File: src/rtl/vsdmem_pkg.sv
// Shared types and constants for the Wishbone-to-SRAM bridge and its port arbiter.
package vsdmem_pkg;

  localparam int SRAM_AW   = 8;
  localparam int SRAM_DW   = 32;
  localparam int WIN_BYTES = 1024;
  localparam int WIN_LSB   = $clog2(WIN_BYTES);

  typedef enum logic [1:0] {
    ST_IDLE     = 2'd0,
    ST_RD_WAIT  = 2'd1,
    ST_WR_MERGE = 2'd2,
    ST_ACK      = 2'd3
  } bridge_state_e;

  // Byte-lane merge for read-modify-write: new lane where sel is set, old lane otherwise.
  function automatic logic [SRAM_DW-1:0] merge_lanes(
    input logic [SRAM_DW-1:0] wdata,
    input logic [SRAM_DW-1:0] old,
    input logic [3:0]         sel
  );
    logic [SRAM_DW-1:0] merged;
    merged = old;
    for (int i = 0; i < 4; i++) begin
      merged[8*i +: 8] = sel[i] ? wdata[8*i +: 8] : old[8*i +: 8];
    end
    return merged;
  endfunction

endpackage

File: src/rtl/sram_port_arb.sv
// Combinational SRAM port mux: the bridge owns the port when selected, the core otherwise.
module sram_port_arb
  import vsdmem_pkg::*;
#(
  parameter int AW = SRAM_AW
) (
  input  logic               bridge_sel,
  input  logic               core_csb,
  input  logic               core_web,
  input  logic [AW-1:0]      core_addr,
  input  logic [SRAM_DW-1:0] core_din,
  input  logic               br_csb,
  input  logic               br_web,
  input  logic [AW-1:0]      br_addr,
  input  logic [SRAM_DW-1:0] br_din,
  output logic               csb0,
  output logic               web0,
  output logic [AW-1:0]      addr0,
  output logic [SRAM_DW-1:0] din0
);

  // Select the SRAM port owner for this cycle.
  always_comb begin
    csb0  = core_csb;
    web0  = core_web;
    addr0 = core_addr;
    din0  = core_din;
    if (bridge_sel) begin
      csb0  = br_csb;
      web0  = br_web;
      addr0 = br_addr;
      din0  = br_din;
    end else begin
      csb0  = core_csb;
      web0  = core_web;
      addr0 = core_addr;
      din0  = core_din;
    end
  end

endmodule

File: src/rtl/wb_sram_bridge.sv
// Wishbone slave giving the bus priority access to a core-owned single-port SRAM,
// with byte-lane writes implemented as read-modify-write.
module wb_sram_bridge
  import vsdmem_pkg::*;
#(
  parameter logic [31:0] BASE_ADDR = 32'h3000_0000,
  parameter int          AW        = SRAM_AW
) (
  input  logic               wb_clk_i,
  input  logic               wb_rst_n,
  input  logic               wbs_stb_i,
  input  logic               wbs_cyc_i,
  input  logic               wbs_we_i,
  input  logic [3:0]         wbs_sel_i,
  input  logic [31:0]        wbs_dat_i,
  input  logic [31:0]        wbs_adr_i,
  output logic               wbs_ack_o,
  output logic [31:0]        wbs_dat_o,
  input  logic               core_csb,
  input  logic               core_web,
  input  logic [AW-1:0]      core_addr,
  input  logic [SRAM_DW-1:0] core_din,
  output logic               core_stall,
  output logic               csb0,
  output logic               web0,
  output logic [AW-1:0]      addr0,
  output logic [SRAM_DW-1:0] din0,
  input  logic [SRAM_DW-1:0] dout0
);

  bridge_state_e      state;
  logic [SRAM_DW-1:0] rdata_q;
  logic               hit;
  logic               req;
  logic               full_wr;
  logic               br_csb;
  logic               br_web;
  logic [AW-1:0]      br_addr;
  logic [SRAM_DW-1:0] br_din;
  logic               unused_adr;

  // Reset gates acceptance so the core keeps the port while reset is held.
  assign hit        = (wbs_adr_i[31:WIN_LSB] == BASE_ADDR[31:WIN_LSB]);
  assign req        = wb_rst_n & wbs_stb_i & wbs_cyc_i & hit;
  assign full_wr    = wbs_we_i & (wbs_sel_i == 4'hF);
  assign unused_adr = ^wbs_adr_i[1:0];

  // Bridge FSM and captured read data.
  always_ff @(posedge wb_clk_i or negedge wb_rst_n) begin
    if (!wb_rst_n) begin
      state   <= ST_IDLE;
      rdata_q <= '0;
    end else begin
      case (state)
        ST_IDLE: begin
          if (req) begin
            state <= full_wr ? ST_ACK : ST_RD_WAIT;
          end else begin
            state <= ST_IDLE;
          end
        end
        ST_RD_WAIT: begin
          if (!wbs_cyc_i) begin
            state <= ST_IDLE;
          end else begin
            rdata_q <= dout0;
            state   <= wbs_we_i ? ST_WR_MERGE : ST_ACK;
          end
        end
        ST_WR_MERGE: state <= wbs_cyc_i ? ST_ACK : ST_IDLE;
        ST_ACK:      state <= ST_IDLE;
        default:     state <= ST_IDLE;
      endcase
    end
  end

  // Bridge-side SRAM request and core stall for the current state.
  always_comb begin
    br_csb     = 1'b1;
    br_web     = 1'b1;
    br_addr    = wbs_adr_i[AW+1:2];
    br_din     = wbs_dat_i;
    core_stall = 1'b0;
    case (state)
      ST_IDLE: begin
        if (req) begin
          core_stall = 1'b1;
          br_csb     = 1'b0;
          br_web     = ~full_wr;
        end else begin
          core_stall = 1'b0;
        end
      end
      ST_RD_WAIT: core_stall = 1'b1;
      ST_WR_MERGE: begin
        core_stall = 1'b1;
        br_csb     = ~wbs_cyc_i;
        br_web     = ~wbs_cyc_i;
        br_din     = merge_lanes(wbs_dat_i, rdata_q, wbs_sel_i);
      end
      ST_ACK:  core_stall = 1'b0;
      default: core_stall = 1'b0;
    endcase
  end

  // A master abandoning the cycle in ACK never sees the ack.
  assign wbs_ack_o = (state == ST_ACK) & wbs_cyc_i;
  assign wbs_dat_o = (wbs_ack_o & ~wbs_we_i) ? rdata_q : 32'h0;

  sram_port_arb #(.AW(AW)) u_arb (
    .bridge_sel (core_stall),
    .core_csb   (core_csb),
    .core_web   (core_web),
    .core_addr  (core_addr),
    .core_din   (core_din),
    .br_csb     (br_csb),
    .br_web     (br_web),
    .br_addr    (br_addr),
    .br_din     (br_din),
    .csb0       (csb0),
    .web0       (web0),
    .addr0      (addr0),
    .din0       (din0)
  );

endmodule

File: config.mk
export PLATFORM = sky130hd
export DESIGN_NAME = wb_sram_bridge
export DESIGN_NICKNAME = d
export VERILOG_FILES = /design/src/rtl/vsdmem_pkg.sv /design/src/rtl/sram_port_arb.sv /design/src/rtl/wb_sram_bridge.sv
export SDC_FILE = /design/constraint.sdc
export NUM_CORES = 1
export LEC_CHECK = 0
export CAP_MARGIN = 10
export CELL_PAD_IN_SITES_DETAIL_PLACEMENT = 0
export CELL_PAD_IN_SITES_GLOBAL_PLACEMENT = 1
export CORE_ASPECT_RATIO = 0.75
export CORE_UTILIZATION = 22
export DETAILED_ROUTE_END_ITERATION = 16
export MAX_ROUTING_LAYER = met4
export PLACE_DENSITY = 0.85
export SLEW_MARGIN = 20
export SYNTH_ARGS = -nofsm -noshare
export SYNTH_HDL_FRONTEND = slang
export SYNTH_SLANG_ARGS = --single-unit
File: constraint.sdc
create_clock -name wb_clk_i -period 2.9 [get_ports wb_clk_i]
set_clock_uncertainty 0.2 [all_clocks]
set_input_delay 0.58 -clock wb_clk_i [delete_from_list [all_inputs] [get_ports wb_clk_i]]
set_output_delay 0.58 -clock wb_clk_i [all_outputs]
set_load 0.01 [all_outputs]
Word level (Yosys, flattened, before mapping)
Index checks and enable logic that the tools add are counted.
- bits in registers: 34
- output and inout bits: 76
- word-level logic and storage cells: 41
- equal/unequal tests: 5
- muxes and demuxes: 22
- bitwise operators: 9
- reduce and logical (&&, ||, !) cells: 3
- operator list (kind ; number):
    32-bit 2-to-1 mux ; 3
    8-bit 2-to-1 mux ; 5
    22-bit by 20-bit == test with 1-bit output, second input constant ; 1
    2-bit 2-to-1 mux ; 4
    2-bit one-hot mux with 4 select lines ; 1
    1-bit bitwise AND ; 6
    1-bit 2-to-1 mux ; 6
    2-bit == test, second input constant ; 2
    4-bit == test, second input constant ; 1
    1-bit one-hot mux with 2 select lines ; 2
    1-bit inverter ; 3
    1-bit one-hot mux with 3 select lines ; 1
    2-bit by 1-bit == test with 1-bit output, second input constant ; 1
    2-bit logical NOT ; 1
    2-bit AND reduction ; 1
    2-bit OR reduction ; 1

Logic depth before layout (Yosys ltp)
- depth in word-level cells: 6
- depth in mapped cells: 7

Hierarchy
From an unflattened synthesis, not the netlist that was laid out.
- cell total of the unflattened synthesis: 225
- area, all modules: 2792.7 µm²
- by module, submodules not included (module ; times used ; cells an instance ; area an instance (µm²) ; seq. area each (µm²)):
    wb_sram_bridge ; 1 ; 178 ; 2078.2 ; 850.8
    sram_port_arb ; 1 ; 47 ; 714.4 ; 0.0

Worst setup path after synthesis
Ideal clock, no wire load.
- path type: in2out
- start: in wbs_adr_i[23]
- end: out addr0[0]
- arrival time: 2265 ps
- required time: 2120 ps
- path slack: -145 ps
- stages on the path: 6
- path buffers: 2
- path through: or4_4 nor4_4 a41o_1 buf_6 buf_12 mux2_4
- cells in the longest elaborated chain, start to end: 5
- ends and longest elaborated chain (item ; RTL line ; text):
    from (decl) ; wb_sram_bridge.sv:16 ; input logic [31:0] wbs_adr_i,
    22-bit by 20-bit == test with 1-bit output ; wb_sram_bridge.sv:43 ; assign hit = (wbs_adr_i[31:WIN_LSB] == BASE_ADDR[31:WIN_LSB]);
    1-bit bitwise AND ; wb_sram_bridge.sv:44 ; assign req = wb_rst_n & wbs_stb_i & wbs_cyc_i & hit;
    1-bit 2-to-1 mux ; wb_sram_bridge.sv:86 ; if (req) begin
    1-bit one-hot mux with 3 select lines ; wb_sram_bridge.sv:84 ; case (state)
    via core_stall ; wb_sram_bridge.sv:23 ; output logic core_stall,
    8-bit 2-to-1 mux ; sram_port_arb.sv:28 ; if (bridge_sel) begin
    to (decl) ; wb_sram_bridge.sv:26 ; output logic [AW-1:0] addr0,
The timed path passes the listed nets, and every way through them passes these cells.

Worst setup path after layout
- start: in wbs_adr_i[25]
- end: out csb0
- cells in the longest elaborated chain, start to end: 5
- ends and longest elaborated chain (item ; RTL line ; text):
    22-bit by 20-bit == test with 1-bit output (*) ; wb_sram_bridge.sv:43 ;
    1-bit bitwise AND (*) ; wb_sram_bridge.sv:44 ;
    1-bit 2-to-1 mux ; wb_sram_bridge.sv:86 ;
    1-bit one-hot mux with 3 select lines / 1-bit one-hot mux with 2 select lines (equally long branches) ; wb_sram_bridge.sv:84 ;
    1-bit 2-to-1 mux (*) ; sram_port_arb.sv:28 ;
    to (decl) ; wb_sram_bridge.sv:24 ; output logic csb0,
Every way passes the cells marked *; elsewhere a longest branch is shown, timed or not.

==> run summary <==
The run finished, with violations left. The final reports fail on setup timing. met2 is the most crowded layer.

Across every metal layer, demand over resource in global routing totals 16.5%. For the boundary pin count, the log shows 223. At the pin with the least slew margin, the transition time is 0.473 ns. After the flow finishes, the layout carries non-filler instances totaling 649.

The internal portion of the total power is 0.00118 W. Initial antenna violation count: 0. CTS placed an instance of sky130_fd_sc_hd__clkbuf_16 at the clock tree root.

The worst register-to-register path has a setup slack of 1.12 ns. The tools report the hold violation total from the final report as 0. Including well taps, the total number of placed cells is 619. At the later pin of the worst-skew pair, clock insertion delay measures 0.27 ns. The count of nets left with antenna violations once routing finished came out at 0. Of all nets on the critical path, the largest fanout is 6. The width of the chip was 132 um. Critical path endpoint category: an output port. The sequential cells in the finished layout cover a total of 851 um2. OpenSTA, run right after detailed placement, puts the worst setup slack at -1.11 ns. The setup-violating endpoint count in the final report was 42.

The logs give 2784 for the number of vias in the routed layout and 1134 for the number of filler cells placed in the layout. The type of the worst min-delay path was in2async. For this run, the top clock speed supported by timing is 0.296 GHz. The family with the most delay on the worst path is simple AND/OR/NAND/NOR gates. The repair_antennas step left the layout with diodes totalling 0. The core region is 12300 um2.

The net count of the finished layout is 634. The vertical die dimension was 99.8 um; the sum of net half-perimeters after detailed placement was 7.56 mm. Counting stages on the worst path, the most repeated cell is sky130_fd_sc_hd__buf_6. The met3 track demand over resource in global routing was 2.83%. The analysis attributes to cell leakage a power of 2.78 nW.

The combinational share of power was 25.3%; the total nets after synthesis was 377. The switching component of the power came out at 0.000286 W. Clock tree synthesis inserted a total of 5 buffers.

Summed over all instances, the cell type with the most area after synthesis is sky130_fd_sc_hd__dfrtp_1. Commonest non-fill, non-tap cell in the layout: sky130_fd_sc_hd__clkdlybuf4s50_1. Together, buffers and inverters on the worst path number 5.

Sequential elements use 30.3% of the synthesized area. Buffers inserted to repair hold after CTS numbered 0. Yosys mapped the design onto 28 distinct sky130hd cell types. The final wirelength was 10.7 mm; the global-route wire length before repair was 16.2 mm. For the reported max-cap violation count, the log shows 0. The worst setup path is launched from a primary input. The logs give 2810 um2 for the area of the mapped netlist and 2 for the number of H-tree levels. In the layout the commonest cells are sky130_fd_sc_hd__clkdlybuf4s50_1, sky130_fd_sc_hd__mux2_2, sky130_fd_sc_hd__buf_6. The floorplan die area was 13200 um2. The congestion estimate from routability-driven global placement came to 0.879.

The cell count after synthesis is 226, and the area of the multi-input gates is 1870 um2. The count of buffers added on input and output ports is 220. After floorplanning, the core was divided into 35 placement rows.

For the portion of total power attributed to the clock network, the log shows 42.2%. A synthesized cell averages 12.4 um2. The pin count of the biggest net entering global routing is 35, and the post-route clock period utilization is 117%.

Of the cells placed in the final design, the portion with a size suffix greater than 1 is 46.4%. The tools report the detailed-router iteration count before antenna repair as 3. The post-detailed-route via-to-cell ratio is 4.29.

The minimum setup slack in the final design is -0.482 ns. The power consumption came out at 0.00146 W. The top cell type by area accounts for 30.3% of the synthesized area.

For met2 alone, demand over resource in global routing was 29.6%. The type of the worst setup path was in2out. TritonCTS built the clock tree. The delay contributed by the slowest stage of the critical path was 0.53 ns; the relative area change from synthesis to final layout was 111%. For the finished layout, the period the worst path requires is 3.38 ns.

Initial core utilization: 22.7%. For this run, design rule violations remaining after detail routing come to 0. For this run, the number of Yosys warnings is 0.

Data on the critical path arrives at its endpoint at 2.60 ns. The total overflow left after global routing is 0. The maximum root-to-sink buffer count is 2. Setup repair after global routing could not meet its margin everywhere. By area the synthesized netlist is led by sky130_fd_sc_hd__dfrtp_1, sky130_fd_sc_hd__mux2_2, sky130_fd_sc_hd__mux2_4.

The clock-pin transition on the worst setup and hold timing paths works out to 0.05 ns. The cell type of the slowest stage on the worst timing path is sky130_fd_sc_hd__or4_4. STA puts the critical path data required time at 2.12 ns. The run gives 32.5% as the sequential power share. Net switching is 19.6% of the power.

In this run the tightest slew margin relative to its limit is 68.4%. The met1 usage in global routing was 19.3%. Worst supply voltage drop on vdd: 169 uV. The post-detailed-route wirelength per cell works out to 16.5 um.

The signal on the critical path passes through buf_6, or4_4, nor4_4, a41o_4, buf_12, buf_8, buf_16, mux2_4, buf_6. For this design the ratio of total power to cell area is 247 nW/um2. The run gives 0 as the number of max-slew violations in the final report. The synthesis-stage register bit count came out at 34. For this block, the initial DRC count from the detailed router was 61. The tree built by TritonCTS fans out to 34 sinks.

The number of global-route vias before repair came out at 3120.
-- power groups by stage --
stage / sequential [W] / combinational [W] / clock [W]
after global routing: 0.000474 / 0.000393 / 0.000663
after global placement: 0.000483 / 0.000364 / 0
after CTS: 0.000474 / 0.000374 / 0.000641
after detailed placement: 0.000483 / 0.000369 / 0
after floorplan: 0.000483 / 0.0000893 / 0
final: 0.000475 / 0.000370 / 0.000616
-- cells in the mapped netlist --
| library cell | number |
|---|---|
| sky130_fd_sc_hd__mux2_2 | 66 |
| sky130_fd_sc_hd__mux2_4 | 39 |
| sky130_fd_sc_hd__dfrtp_1 | 34 |
| sky130_fd_sc_hd__and2_1 | 33 |
| sky130_fd_sc_hd__buf_1 | 5 |
| sky130_fd_sc_hd__clkbuf_1 | 5 |
| sky130_fd_sc_hd__nand2b_1 | 5 |
| sky130_fd_sc_hd__buf_12 | 4 |
| sky130_fd_sc_hd__ha_1 | 4 |
| sky130_fd_sc_hd__nand2_1 | 4 |
| sky130_fd_sc_hd__nor2b_1 | 4 |
| sky130_fd_sc_hd__o21ai_0 | 3 |
| sky130_fd_sc_hd__inv_1 | 2 |
| sky130_fd_sc_hd__mux2i_1 | 2 |
| sky130_fd_sc_hd__nand3_1 | 2 |
| sky130_fd_sc_hd__or4_1 | 2 |
| sky130_fd_sc_hd__a21boi_0 | 1 |
| sky130_fd_sc_hd__a31o_2 | 1 |
| sky130_fd_sc_hd__a41o_1 | 1 |
| sky130_fd_sc_hd__buf_6 | 1 |
| sky130_fd_sc_hd__nand4_1 | 1 |
| sky130_fd_sc_hd__nand4b_1 | 1 |
| sky130_fd_sc_hd__nor4_1 | 1 |
| sky130_fd_sc_hd__nor4_4 | 1 |
| sky130_fd_sc_hd__nor4b_1 | 1 |
| sky130_fd_sc_hd__o211ai_1 | 1 |
| sky130_fd_sc_hd__or2_2 | 1 |
| sky130_fd_sc_hd__or4_4 | 1 |
-- registers in the layout, summed over array words and instances, names as in the netlist --
name     count
state        2
rdata_q     32
-- metal layers --
layer  up-vias  routed length, um
li1       1318                  -
met1      1322               4680
met2       140               5300
met3         4                631
met4         0                 82
met5         -                  0
-- final cells by class --
class | count | area share (%)
clock buffer | 6 | 2.35
clock inverter | 1 | 0.508
inverter | 2 | 0.127
multi-input combinational | 175 | 31.7
sequential | 34 | 14.4
tap | 166 | 3.51
timing repair buffer | 265 | 47.4
-- cells by family (layout without fill, tap and decap cells) --
| logic type | count (synthesis) | after routing | share of synthesized area (%) |
|---|---|---|---|
| mux | 107 | 107 | 48.1 |
| fa+ha+maj | 4 | 4 | 1.78 |
| flops | 34 | 34 | 30.3 |
| compound gates | 7 | 7 | 1.74 |
| simple gates | 57 | 57 | 13.2 |
| buf+inv | 17 | 274 | 4.86 |
-- final timing paths --
path,start,end,cells past startpoint
setup / recovery,wbs_adr_i[25],csb0,9
hold / removal,wb_rst_n,state[1],2
setup reg to reg,state[0],rdata_q[14],5
min in group wb_clk_i,rdata_q[11],rdata_q[11],1
hold reg to reg,rdata_q[11],rdata_q[11],1
max in group asynchronous,wb_rst_n,rdata_q[11],2
-- through the flow --
stage | TNS (ns) | instance area [um2] | hold slack (ns) | util, %
final | -17.47 | 5910 | 0.174 | 47.9
after global routing | -19.29 | 5910 | 0.220 | 47.9
after CTS | -20.13 | 5940 | 0.195 | 48.1
after detailed placement | -56.50 | 5350 | 0.312 | 43.3
after global placement | -55.68 | 5350 | 0.302 | 43.3
after floorplan | -5.18 | 2810 | 0.0844 | -
-- what timing repair did --
| action | in CTS | in global routing |
|---|---|---|
| pin swaps | 5 | 7 |
| setup endpoints to repair | 75 | 44 |
| buffers inserted | 17 | 4 |
| resized for setup | 295 | 15 |
| cloned | 8 | 0 |
Note: power is estimated with default switching activity, not from simulation.
